--- src/rtl/mem_arb_pkg.sv ---
// rtl/mem_arb_pkg.sv - shared types and constants for the two-master memory arbiter
package mem_arb_pkg;

    typedef enum logic [1:0] {
        IDLE,
        BUSY,
        RESP
    } arb_state_t;

    typedef struct packed {
        logic        we;
        logic [3:0]  be;
        logic [31:0] wd;
        logic [31:0] addr;
    } mem_req_t;

    localparam int unsigned DEFAULT_TIMEOUT = 255;

endpackage

--- src/rtl/mem_arbiter_if.sv ---
// rtl/mem_arbiter_if.sv - master-side and memory-side signal bundle of the arbiter
interface mem_arbiter_if;

    logic        m0_req_i;
    logic        m0_we_i;
    logic [3:0]  m0_be_i;
    logic [31:0] m0_wd_i;
    logic [31:0] m0_addr_i;
    logic [31:0] m0_rd_o;
    logic        m0_ready_o;
    logic        m0_err_o;

    logic        m1_req_i;
    logic        m1_we_i;
    logic [3:0]  m1_be_i;
    logic [31:0] m1_wd_i;
    logic [31:0] m1_addr_i;
    logic [31:0] m1_rd_o;
    logic        m1_ready_o;
    logic        m1_err_o;

    logic        mem_req_o;
    logic        mem_we_o;
    logic [3:0]  mem_be_o;
    logic [31:0] mem_wd_o;
    logic [31:0] mem_addr_o;
    logic [31:0] mem_rd_i;
    logic        mem_ready_i;

    // Arbiter side
    modport slave (
        input  m0_req_i, m0_we_i, m0_be_i, m0_wd_i, m0_addr_i,
        output m0_rd_o, m0_ready_o, m0_err_o,
        input  m1_req_i, m1_we_i, m1_be_i, m1_wd_i, m1_addr_i,
        output m1_rd_o, m1_ready_o, m1_err_o,
        output mem_req_o, mem_we_o, mem_be_o, mem_wd_o, mem_addr_o,
        input  mem_rd_i, mem_ready_i
    );

    // Environment side: requesting masters plus the external memory
    modport master (
        output m0_req_i, m0_we_i, m0_be_i, m0_wd_i, m0_addr_i,
        input  m0_rd_o, m0_ready_o, m0_err_o,
        output m1_req_i, m1_we_i, m1_be_i, m1_wd_i, m1_addr_i,
        input  m1_rd_o, m1_ready_o, m1_err_o,
        input  mem_req_o, mem_we_o, mem_be_o, mem_wd_o, mem_addr_o,
        output mem_rd_i, mem_ready_i
    );

endinterface

--- src/rtl/mem_arb_rr_pick.sv ---
// rtl/mem_arb_rr_pick.sv - combinational two-way round-robin winner selection
module mem_arb_rr_pick (
    input  logic req0_i,
    input  logic req1_i,
    input  logic last_grant_i,
    output logic valid_o,
    output logic winner_o
);

    assign valid_o  = req0_i | req1_i;
    // On a tie the master that did not win last time goes first
    assign winner_o = (req0_i & req1_i) ? ~last_grant_i : req1_i;

endmodule

--- src/rtl/mem_arbiter.sv ---
// rtl/mem_arbiter.sv - shares one external memory port between two masters with timeout
module mem_arbiter
    import mem_arb_pkg::*;
#(
    parameter int unsigned TIMEOUT_CYCLES = DEFAULT_TIMEOUT,
    parameter logic [31:0] ERR_RDATA      = 32'h0000_0000
) (
    input  logic          clk_i,
    input  logic          rst_ni,
    mem_arbiter_if.slave  bus
);

    localparam int unsigned CNT_W = (TIMEOUT_CYCLES == 0) ? 1 : $clog2(TIMEOUT_CYCLES + 1);
    localparam bit          TO_EN = (TIMEOUT_CYCLES != 0);
    localparam logic [CNT_W-1:0] CNT_LAST = CNT_W'((TIMEOUT_CYCLES == 0) ? 0 : TIMEOUT_CYCLES - 1);

    arb_state_t       state_q, state_d;
    logic             grant_q, grant_d;
    logic             last_grant_q, last_grant_d;
    mem_req_t         req_q, req_d;
    logic [31:0]      rd0_q, rd0_d;
    logic [31:0]      rd1_q, rd1_d;
    logic             err_q, err_d;
    logic [CNT_W-1:0] cnt_q, cnt_d;

    logic pick_valid;
    logic pick_winner;

    mem_arb_rr_pick u_pick (
        .req0_i       (bus.m0_req_i),
        .req1_i       (bus.m1_req_i),
        .last_grant_i (last_grant_q),
        .valid_o      (pick_valid),
        .winner_o     (pick_winner)
    );

    always_ff @(posedge clk_i or negedge rst_ni) begin
        if (!rst_ni) begin
            state_q      <= IDLE;
            grant_q      <= 1'b0;
            last_grant_q <= 1'b1;
            req_q        <= '0;
            rd0_q        <= '0;
            rd1_q        <= '0;
            err_q        <= 1'b0;
            cnt_q        <= '0;
        end else begin
            state_q      <= state_d;
            grant_q      <= grant_d;
            last_grant_q <= last_grant_d;
            req_q        <= req_d;
            rd0_q        <= rd0_d;
            rd1_q        <= rd1_d;
            err_q        <= err_d;
            cnt_q        <= cnt_d;
        end
    end

    always_comb begin
        state_d      = state_q;
        grant_d      = grant_q;
        last_grant_d = last_grant_q;
        req_d        = req_q;
        rd0_d        = rd0_q;
        rd1_d        = rd1_q;
        err_d        = err_q;
        cnt_d        = cnt_q;
        case (state_q)
            IDLE: begin
                if (pick_valid) begin
                    grant_d      = pick_winner;
                    last_grant_d = pick_winner;
                    req_d.we     = pick_winner ? bus.m1_we_i   : bus.m0_we_i;
                    req_d.be     = pick_winner ? bus.m1_be_i   : bus.m0_be_i;
                    req_d.wd     = pick_winner ? bus.m1_wd_i   : bus.m0_wd_i;
                    req_d.addr   = pick_winner ? bus.m1_addr_i : bus.m0_addr_i;
                    err_d        = 1'b0;
                    cnt_d        = '0;
                    state_d      = BUSY;
                end
            end
            BUSY: begin
                // A ready on the limit cycle still counts as success
                if (bus.mem_ready_i) begin
                    if (grant_q) rd1_d = bus.mem_rd_i;
                    else         rd0_d = bus.mem_rd_i;
                    err_d   = 1'b0;
                    state_d = RESP;
                end else if (TO_EN && (cnt_q == CNT_LAST)) begin
                    if (grant_q) rd1_d = ERR_RDATA;
                    else         rd0_d = ERR_RDATA;
                    err_d   = 1'b1;
                    state_d = RESP;
                end else if (TO_EN) begin
                    cnt_d = cnt_q + CNT_W'(1);
                end
            end
            RESP: begin
                state_d = IDLE;
            end
            default: begin
                state_d = IDLE;
            end
        endcase
    end

    logic resp0;
    logic resp1;

    assign resp0 = (state_q == RESP) && !grant_q;
    assign resp1 = (state_q == RESP) &&  grant_q;

    assign bus.mem_req_o  = (state_q == BUSY);
    assign bus.mem_we_o   = req_q.we;
    assign bus.mem_be_o   = req_q.be;
    assign bus.mem_wd_o   = req_q.wd;
    assign bus.mem_addr_o = req_q.addr;

    assign bus.m0_ready_o = resp0;
    assign bus.m0_err_o   = resp0 && err_q;
    assign bus.m0_rd_o    = rd0_q;
    assign bus.m1_ready_o = resp1;
    assign bus.m1_err_o   = resp1 && err_q;
    assign bus.m1_rd_o    = rd1_q;

endmodule

--- src/flat_wrapper.sv ---
// flat-port wrapper written by rule: the top's interface ports become plain ports
module mem_arbiter_flat import mem_arb_pkg::*;
#(
    parameter int unsigned TIMEOUT_CYCLES = DEFAULT_TIMEOUT,
    parameter logic [31:0] ERR_RDATA      = 32'h0000_0000
)
  (clk_i, rst_ni, bus_m0_req_i, bus_m0_we_i, bus_m0_be_i, bus_m0_wd_i, bus_m0_addr_i, bus_m0_rd_o, bus_m0_ready_o, bus_m0_err_o, bus_m1_req_i, bus_m1_we_i, bus_m1_be_i, bus_m1_wd_i, bus_m1_addr_i, bus_m1_rd_o, bus_m1_ready_o, bus_m1_err_o, bus_mem_req_o, bus_mem_we_o, bus_mem_be_o, bus_mem_wd_o, bus_mem_addr_o, bus_mem_rd_i, bus_mem_ready_i);
  mem_arbiter_if bus_i ();
  input  logic clk_i;
  input  logic rst_ni;
  input wire logic [$bits(bus_i.m0_req_i)-1:0] bus_m0_req_i;
  input wire logic [$bits(bus_i.m0_we_i)-1:0] bus_m0_we_i;
  input wire logic [$bits(bus_i.m0_be_i)-1:0] bus_m0_be_i;
  input wire logic [$bits(bus_i.m0_wd_i)-1:0] bus_m0_wd_i;
  input wire logic [$bits(bus_i.m0_addr_i)-1:0] bus_m0_addr_i;
  output wire logic [$bits(bus_i.m0_rd_o)-1:0] bus_m0_rd_o;
  output wire logic [$bits(bus_i.m0_ready_o)-1:0] bus_m0_ready_o;
  output wire logic [$bits(bus_i.m0_err_o)-1:0] bus_m0_err_o;
  input wire logic [$bits(bus_i.m1_req_i)-1:0] bus_m1_req_i;
  input wire logic [$bits(bus_i.m1_we_i)-1:0] bus_m1_we_i;
  input wire logic [$bits(bus_i.m1_be_i)-1:0] bus_m1_be_i;
  input wire logic [$bits(bus_i.m1_wd_i)-1:0] bus_m1_wd_i;
  input wire logic [$bits(bus_i.m1_addr_i)-1:0] bus_m1_addr_i;
  output wire logic [$bits(bus_i.m1_rd_o)-1:0] bus_m1_rd_o;
  output wire logic [$bits(bus_i.m1_ready_o)-1:0] bus_m1_ready_o;
  output wire logic [$bits(bus_i.m1_err_o)-1:0] bus_m1_err_o;
  output wire logic [$bits(bus_i.mem_req_o)-1:0] bus_mem_req_o;
  output wire logic [$bits(bus_i.mem_we_o)-1:0] bus_mem_we_o;
  output wire logic [$bits(bus_i.mem_be_o)-1:0] bus_mem_be_o;
  output wire logic [$bits(bus_i.mem_wd_o)-1:0] bus_mem_wd_o;
  output wire logic [$bits(bus_i.mem_addr_o)-1:0] bus_mem_addr_o;
  input wire logic [$bits(bus_i.mem_rd_i)-1:0] bus_mem_rd_i;
  input wire logic [$bits(bus_i.mem_ready_i)-1:0] bus_mem_ready_i;
  assign bus_i.m0_req_i = bus_m0_req_i;
  assign bus_i.m0_we_i = bus_m0_we_i;
  assign bus_i.m0_be_i = bus_m0_be_i;
  assign bus_i.m0_wd_i = bus_m0_wd_i;
  assign bus_i.m0_addr_i = bus_m0_addr_i;
  assign bus_m0_rd_o = bus_i.m0_rd_o;
  assign bus_m0_ready_o = bus_i.m0_ready_o;
  assign bus_m0_err_o = bus_i.m0_err_o;
  assign bus_i.m1_req_i = bus_m1_req_i;
  assign bus_i.m1_we_i = bus_m1_we_i;
  assign bus_i.m1_be_i = bus_m1_be_i;
  assign bus_i.m1_wd_i = bus_m1_wd_i;
  assign bus_i.m1_addr_i = bus_m1_addr_i;
  assign bus_m1_rd_o = bus_i.m1_rd_o;
  assign bus_m1_ready_o = bus_i.m1_ready_o;
  assign bus_m1_err_o = bus_i.m1_err_o;
  assign bus_mem_req_o = bus_i.mem_req_o;
  assign bus_mem_we_o = bus_i.mem_we_o;
  assign bus_mem_be_o = bus_i.mem_be_o;
  assign bus_mem_wd_o = bus_i.mem_wd_o;
  assign bus_mem_addr_o = bus_i.mem_addr_o;
  assign bus_i.mem_rd_i = bus_mem_rd_i;
  assign bus_i.mem_ready_i = bus_mem_ready_i;
  mem_arbiter #(.TIMEOUT_CYCLES(TIMEOUT_CYCLES), .ERR_RDATA(ERR_RDATA)) u_core (.clk_i(clk_i), .rst_ni(rst_ni), .bus(bus_i));
endmodule
--- config.mk ---
export PLATFORM = sky130hd
export DESIGN_NAME = mem_arbiter_flat
export DESIGN_NICKNAME = d
export VERILOG_FILES = /design/src/rtl/mem_arb_pkg.sv /design/src/rtl/mem_arbiter_if.sv /design/src/rtl/mem_arb_rr_pick.sv /design/src/rtl/mem_arbiter.sv /design/src/flat_wrapper.sv
export SDC_FILE = /design/constraint.sdc
export NUM_CORES = 1
export LEC_CHECK = 0
export BUFFER_PORTS_ARGS = -buffer_cell sky130_fd_sc_hd__buf_4
export CAP_MARGIN = 40
export CORE_MARGIN = 4
export CORE_UTILIZATION = 42
export CTS_CLUSTER_SIZE = 25
export DETAILED_ROUTE_END_ITERATION = 12
export PLACE_DENSITY = 0.75
export SLEW_MARGIN = 20
export SYNTH_ARGS = -nofsm -noshare
export SYNTH_HDL_FRONTEND = slang
export SYNTH_SLANG_ARGS = --single-unit
--- constraint.sdc ---
create_clock -name clk_i -period 1.5 [get_ports clk_i]
set_input_delay 0.3 -clock clk_i [delete_from_list [all_inputs] [get_ports clk_i]]
set_output_delay 0.3 -clock clk_i [all_outputs]
set_load 0.01 [all_outputs]
After elaboration in Yosys (flattened, before gate mapping)
Index checks and enable logic that the tools add are counted.
{ "classes": {"n_mux": 25, "n_reduce_logical": 14, "bitwise_logic": 4, "n_addsub": 1, "n_eq_ne": 7} }
{ "ops": {"columns": ["operator", "n"], "rows": [
  ["$mux 32", 10],
  ["$mux 8", 3],
  ["$pmux 8 s2", 1],
  ["$reduce_and 3->1", 3],
  ["$add 8x1->8 const B", 1],
  ["$eq 8x8->1 const B", 1],
  ["$mux 2", 3],
  ["$mux 1", 5],
  ["$logic_and 1x1->1", 4],
  ["$mux 4", 1],
  ["$ne 2x2->1 const B", 2],
  ["$pmux 2 s2", 1],
  ["$reduce_and 2->1", 2],
  ["$reduce_and 4->1", 1],
  ["$reduce_bool 2->1", 2],
  ["$ne 3x1->1 const B", 1],
  ["$eq 2x1->1 const B", 1],
  ["$eq 2x2->1 const B", 1],
  ["$logic_not 2->1", 1],
  ["$ne 2x1->1 const B", 1],
  ["$not 1->1", 2],
  ["$pmux 1 s2", 1],
  ["$and 1x1->1", 1],
  ["$logic_not 1->1", 1],
  ["$or 1x1->1", 1]
]} }
{ "word_totals": {"word_cells": 62, "output_inout_bits": 138, "reg_bits": 146} }

Logic depth before layout (Yosys ltp)
{ "logic_depth": {"ltp_word": 4, "depth_mapped": 7, "depth_no_buf": 6} }

Cells and area by module
From an unflattened synthesis, not the netlist that was laid out.
{ "hier_totals": {"hier_cells": 554, "area_unflattened_um2": 6251.0} }
{ "modules_own_cells": {"columns": ["module", "instances", "cells_per_inst", "seq_area_each_um2", "area_per_inst_um2"], "rows": [
  ["mem_arbiter", 1, 552, 3654.8, 6237.2],
  ["mem_arb_rr_pick", 1, 2, 0.0, 13.8]
]} }

Worst setup path after synthesis
No wires, ideal clock.
{ "synth_path": {"path_kind": "flip-flop to flip-flop", "startpoint": "register u_core.cnt_q[0]", "endpoint": "register u_core.cnt_q[5]", "setup_ns": 0.118, "n_path_buf": 0, "slack_ns": -0.181, "t_required_ns": 1.382, "path_stages_with_launch": 7, "arrival_time_ns": 1.563, "period_less_slack_ns": 1.681, "path_cell_list": "dfrtp_1 -> inv_1 -> ha_1 -> nand3_1 -> o211ai_4 -> mux2_1 -> a21o_1"} }
{ "synth_between": {"elab_chain_len": 4} }
{ "synth_lines": {"columns": ["item", "line_no", "source"], "rows": [
  ["start: declaration", "mem_arbiter.sv:24", "logic [CNT_W-1:0] cnt_q, cnt_d;"],
  ["start signal: assignment", "mem_arbiter.sv:55", "cnt_q <= cnt_d;"],
  ["$add 8x1->8", "mem_arbiter.sv:95", "cnt_d = cnt_q + CNT_W'(1);"],
  ["$mux 8", "mem_arbiter.sv:89", "end else if (TO_EN && (cnt_q == CNT_LAST)) begin"],
  ["$mux 8", "mem_arbiter.sv:84", "if (bus.mem_ready_i) begin"],
  ["$pmux 8 s2", "mem_arbiter.sv:68", "case (state_q)"]
]} }
Several ways; a longest one is shown, not always the timed one. The select of a mux whose other input is x is not followed.
A chain may end at the register's enable or synchronous reset.

Worst setup path after layout
{ "layout_path": {"startpoint": "register u_core.cnt_q[0]", "endpoint": "register u_core.rd0_q[19] (netlist: u_core.bus.m0_rd_o[19])"} }
{ "layout_between": {"elab_chain_len": 3} }
{ "layout_lines": {"columns": ["item", "line_no", "source"], "rows": [
  ["$eq 8x8->1", "mem_arbiter.sv:89", null],
  ["$reduce_bool 2->1 (no line)", null, null],
  ["$reduce_and 3->1 (no line)", null, null],
  ["end signal: assignment", "mem_arbiter.sv:52", "rd0_q <= rd0_d;"],
  ["end: declaration", "mem_arbiter.sv:21", "logic [31:0] rd0_q, rd0_d;"]
]} }
Every way passes these cells.

==> results.json <==
{
  "avgSynthCellArea_um2": 11.5,
  "diodes": 0,
  "worst_pin_slew_ps": 695,
  "skew_ps": 8.52,
  "routed_wl_mm": 21.0,
  "root_buffer": "clkbuf_16",
  "dp_hpwl_mm": 14.5,
  "synthTopCellsByArea": "dfrtp_1 (57%), mux2i_1 (11%), nand2_1 (6.2%)",
  "syn_inst": 556,
  "finish.utilization": 0.722,
  "drcViolationCount": 0,
  "min-delay-path-class": "in2reg",
  "grt_pass1_wl_mm": 31.6,
  "synth_flop_cell": "dfrtp_1",
  "initial_core_util": 0.434,
  "cts_inserted_buffers": 17,
  "fin_nets": 1082,
  "synth.most_common_cell": "dfrtp_1",
  "end_kind": "register",
  "dieHeight_um": 131,
  "worstSkewPairLatency_ps": 420,
  "post_drt_via_cell_ratio": 5.25,
  "maxCapViolCount": 0,
  "grt_pass1_vias": 6134,
  "post-place-ws_ps": -83.6,
  "syn_nets": 733,
  "fmax_mhz": 583,
  "grt_max_degree": 52,
  "ios": 313,
  "drtIter0Drc": 287,
  "period_minus_slack_ps": 1710,
  "p_leak_nw": 5.16,
  "routabilityCongestion": 0.799,
  "synth_top_area_frac": 0.568,
  "path_clk_slew_ps": 60,
  "arrival_ps": 1980,
  "status": "finished with violations",
  "synth_edf_count": 0,
  "ir_drop_v": 0.000966,
  "async_reset_ff_frac": 1.00,
  "cpPeakStageDelay_ps": 380,
  "cp_max_fo": 7,
  "grt_use_total": 0.226,
  "path_cells": "inv_1 > ha_2 > nand3_4 > o21ai_4 > buf_6 > nand3b_4 > clkbuf_16 > o2bb2ai_1",
  "stdcell_count": 1102,
  "dieArea_um2": 17200,
  "area_growth_pct": 66.2,
  "final_hold_viol_count": 0,
  "rows": 44,
  "overflow": 0,
  "finalMaxSlewViolations": 0,
  "wl_per_cell_um": 19.1,
  "yosys.area.top_type": "dfrtp_1",
  "synthesis.area_um2": 6380,
  "rsz0062_at_grt": "yes",
  "ys_warn_count": 0,
  "fillers": 1027,
  "slew_headroom": 0.536,
  "ys_seq_area_frac": 0.572,
  "cts_sinks": 146,
  "startpoint_type": "register",
  "critical_path_class": "reg2reg",
  "critPathRequiredTime_ps": 1760,
  "power_density_nw_per_um2": 2040,
  "place_inst": 1041,
  "fin_ws_ps": -214,
  "synthDistinctLibCells": 42,
  "htree_levels": 4,
  "synthTopCellsByCount": "dfrtp_1 (145), nand2_1 (105), o21ai_0 (72)",
  "chipWidth_um": 131,
  "drtPass1Iterations": 5,
  "cp_slowest_cell": "dfrtp_1",
  "setup_violations": 78,
  "tns_ps": -10390,
  "drive_gt1_frac": 0.496,
  "final_antenna_net_count": 0,
  "synth.ff_latch_count": 146,
  "violations": "negative setup slack",
  "finalCritPeriodShare": 1.14,
  "antenna_found_initial": 0,
  "io_buffers": 312,
  "clockBufferDepth": 2,
  "cts_tree": "built",
  "coreArea_um2": 14700,
  "num_vias": 5785
}
==> per-stage QoR <==
stage | cell area, µm² | power [W] | hold slack (ps)
2_1_floorplan | 6410 | 0.0108 | 4.41
3_3_place_gp | 9160 | 0.0152 | 152
3_5_place_dp | 9160 | 0.0155 | 154
4_1_cts | 10000 | 0.0204 | 87.1
5_1_grt | 10600 | 0.0229 | 108
6_report | 10600 | 0.0216 | 102
==> path summary, 6_finish.rpt <==
kind / startpoint / endpoint / slack [ps] / depth (start not counted)
max: u_core.cnt_q[0] / u_core.bus.m0_rd_o[19] / -210 / 8
min: bus_m0_req_i / u_core.last_grant_q / 100 / 2
max reg2reg: u_core.cnt_q[0] / u_core.bus.m0_rd_o[19] / -210 / 8
min reg2reg: u_core.bus.mem_wd_o[17] / u_core.bus.mem_wd_o[17] / 480 / 2
max in group asynchronous: rst_ni / u_core.bus.mem_wd_o[25] / 630 / 3
min in group asynchronous: rst_ni / u_core.bus.m1_rd_o[8] / 320 / 2
==> cells by family (layout without fill, tap and decap cells) <==
kind of cell,after synthesis,in the layout,synth area share
AND/OR/NAND/NOR,131,131,0.0901
buffers and inverters,51,413,0.0472
AO/OA/AOI/OAI,154,154,0.173
flip-flops,146,146,0.572
XOR/XNOR,1,1,0.00137
adder cells (fa/ha/maj),2,2,0.00392
multiplexers,71,71,0.112
==> power breakdown <==
part	internal (W)	switching (W)
logic	0.00546	0.00471
clock network	0.00280	0.00166
registers	0.00574	0.00127
total	0.0140	0.00764
==> layout make-up <==
cell class | count | area [µm²] | share of cell area
clock buffer | 21 | 480 | 0.0453
clock inverter | 11 | 150 | 0.0142
inverter | 5 | 18.8 | 0.00177
multi-input combinational | 359 | 2850 | 0.269
sequential | 146 | 3660 | 0.345
tap | 184 | 230 | 0.0217
timing repair buffer | 376 | 3220 | 0.304
==> cell usage in the layout (no fill, tap or decap), drive strengths merged, types with 2 or more instances in the layout <==
master      n
a32o       32
o21a        2
nor3        2
buf       370
nand3       8
ha          2
o21ai      74
a22oi       2
o2bb2ai    32
a21o        2
nand2     105
a21oi       3
mux2i      70
o22ai       2
clkinvlp    2
dfrtp     145
clkinv      4
inv         7
clkbuf     26
bufinv      3
and2        4
nor2        4
==> critical path, delay by kind of cell, from the launching register on <==
kind / cells / cell delay (ps)
flip-flops: 1 / 380
AO/OA/AOI/OAI: 2 / 330
buffers and inverters: 3 / 420
adder cells (fa/ha/maj): 1 / 190
AND/OR/NAND/NOR: 2 / 250
==> sequential cells by signal (all words and copies together), names as in the netlist <==
register	count
u_core.bus.mem_we_o	1
u_core.err_q	1
u_core.state_q	2
u_core.grant_q	1
u_core.bus.m1_rd_o	32
u_core.bus.mem_wd_o	32
u_core.cnt_q	8
u_core.bus.mem_be_o	4
u_core.bus.m0_rd_o	32
u_core.bus.mem_addr_o	32
u_core.last_grant_q	1
==> repair_timing <==
action	4_1_cts	5_1_grt
endpoints found under the hold margin	27	0
hold buffers	1	0
gates resized for setup	15	56
pin swaps	10	12
setup buffers	11	9
endpoints found under the setup margin	70	85
cloned	3	6
==> layer usage <==
metal	up-vias	track usage	wire length [µm]
met4	0	0.0992	585
li1	2700	-	-
met1	2798	0.270	7960
met5	-	0	0
met2	250	0.388	11100
met3	37	0.0593	1380
(Power assumes the default switching activity.)
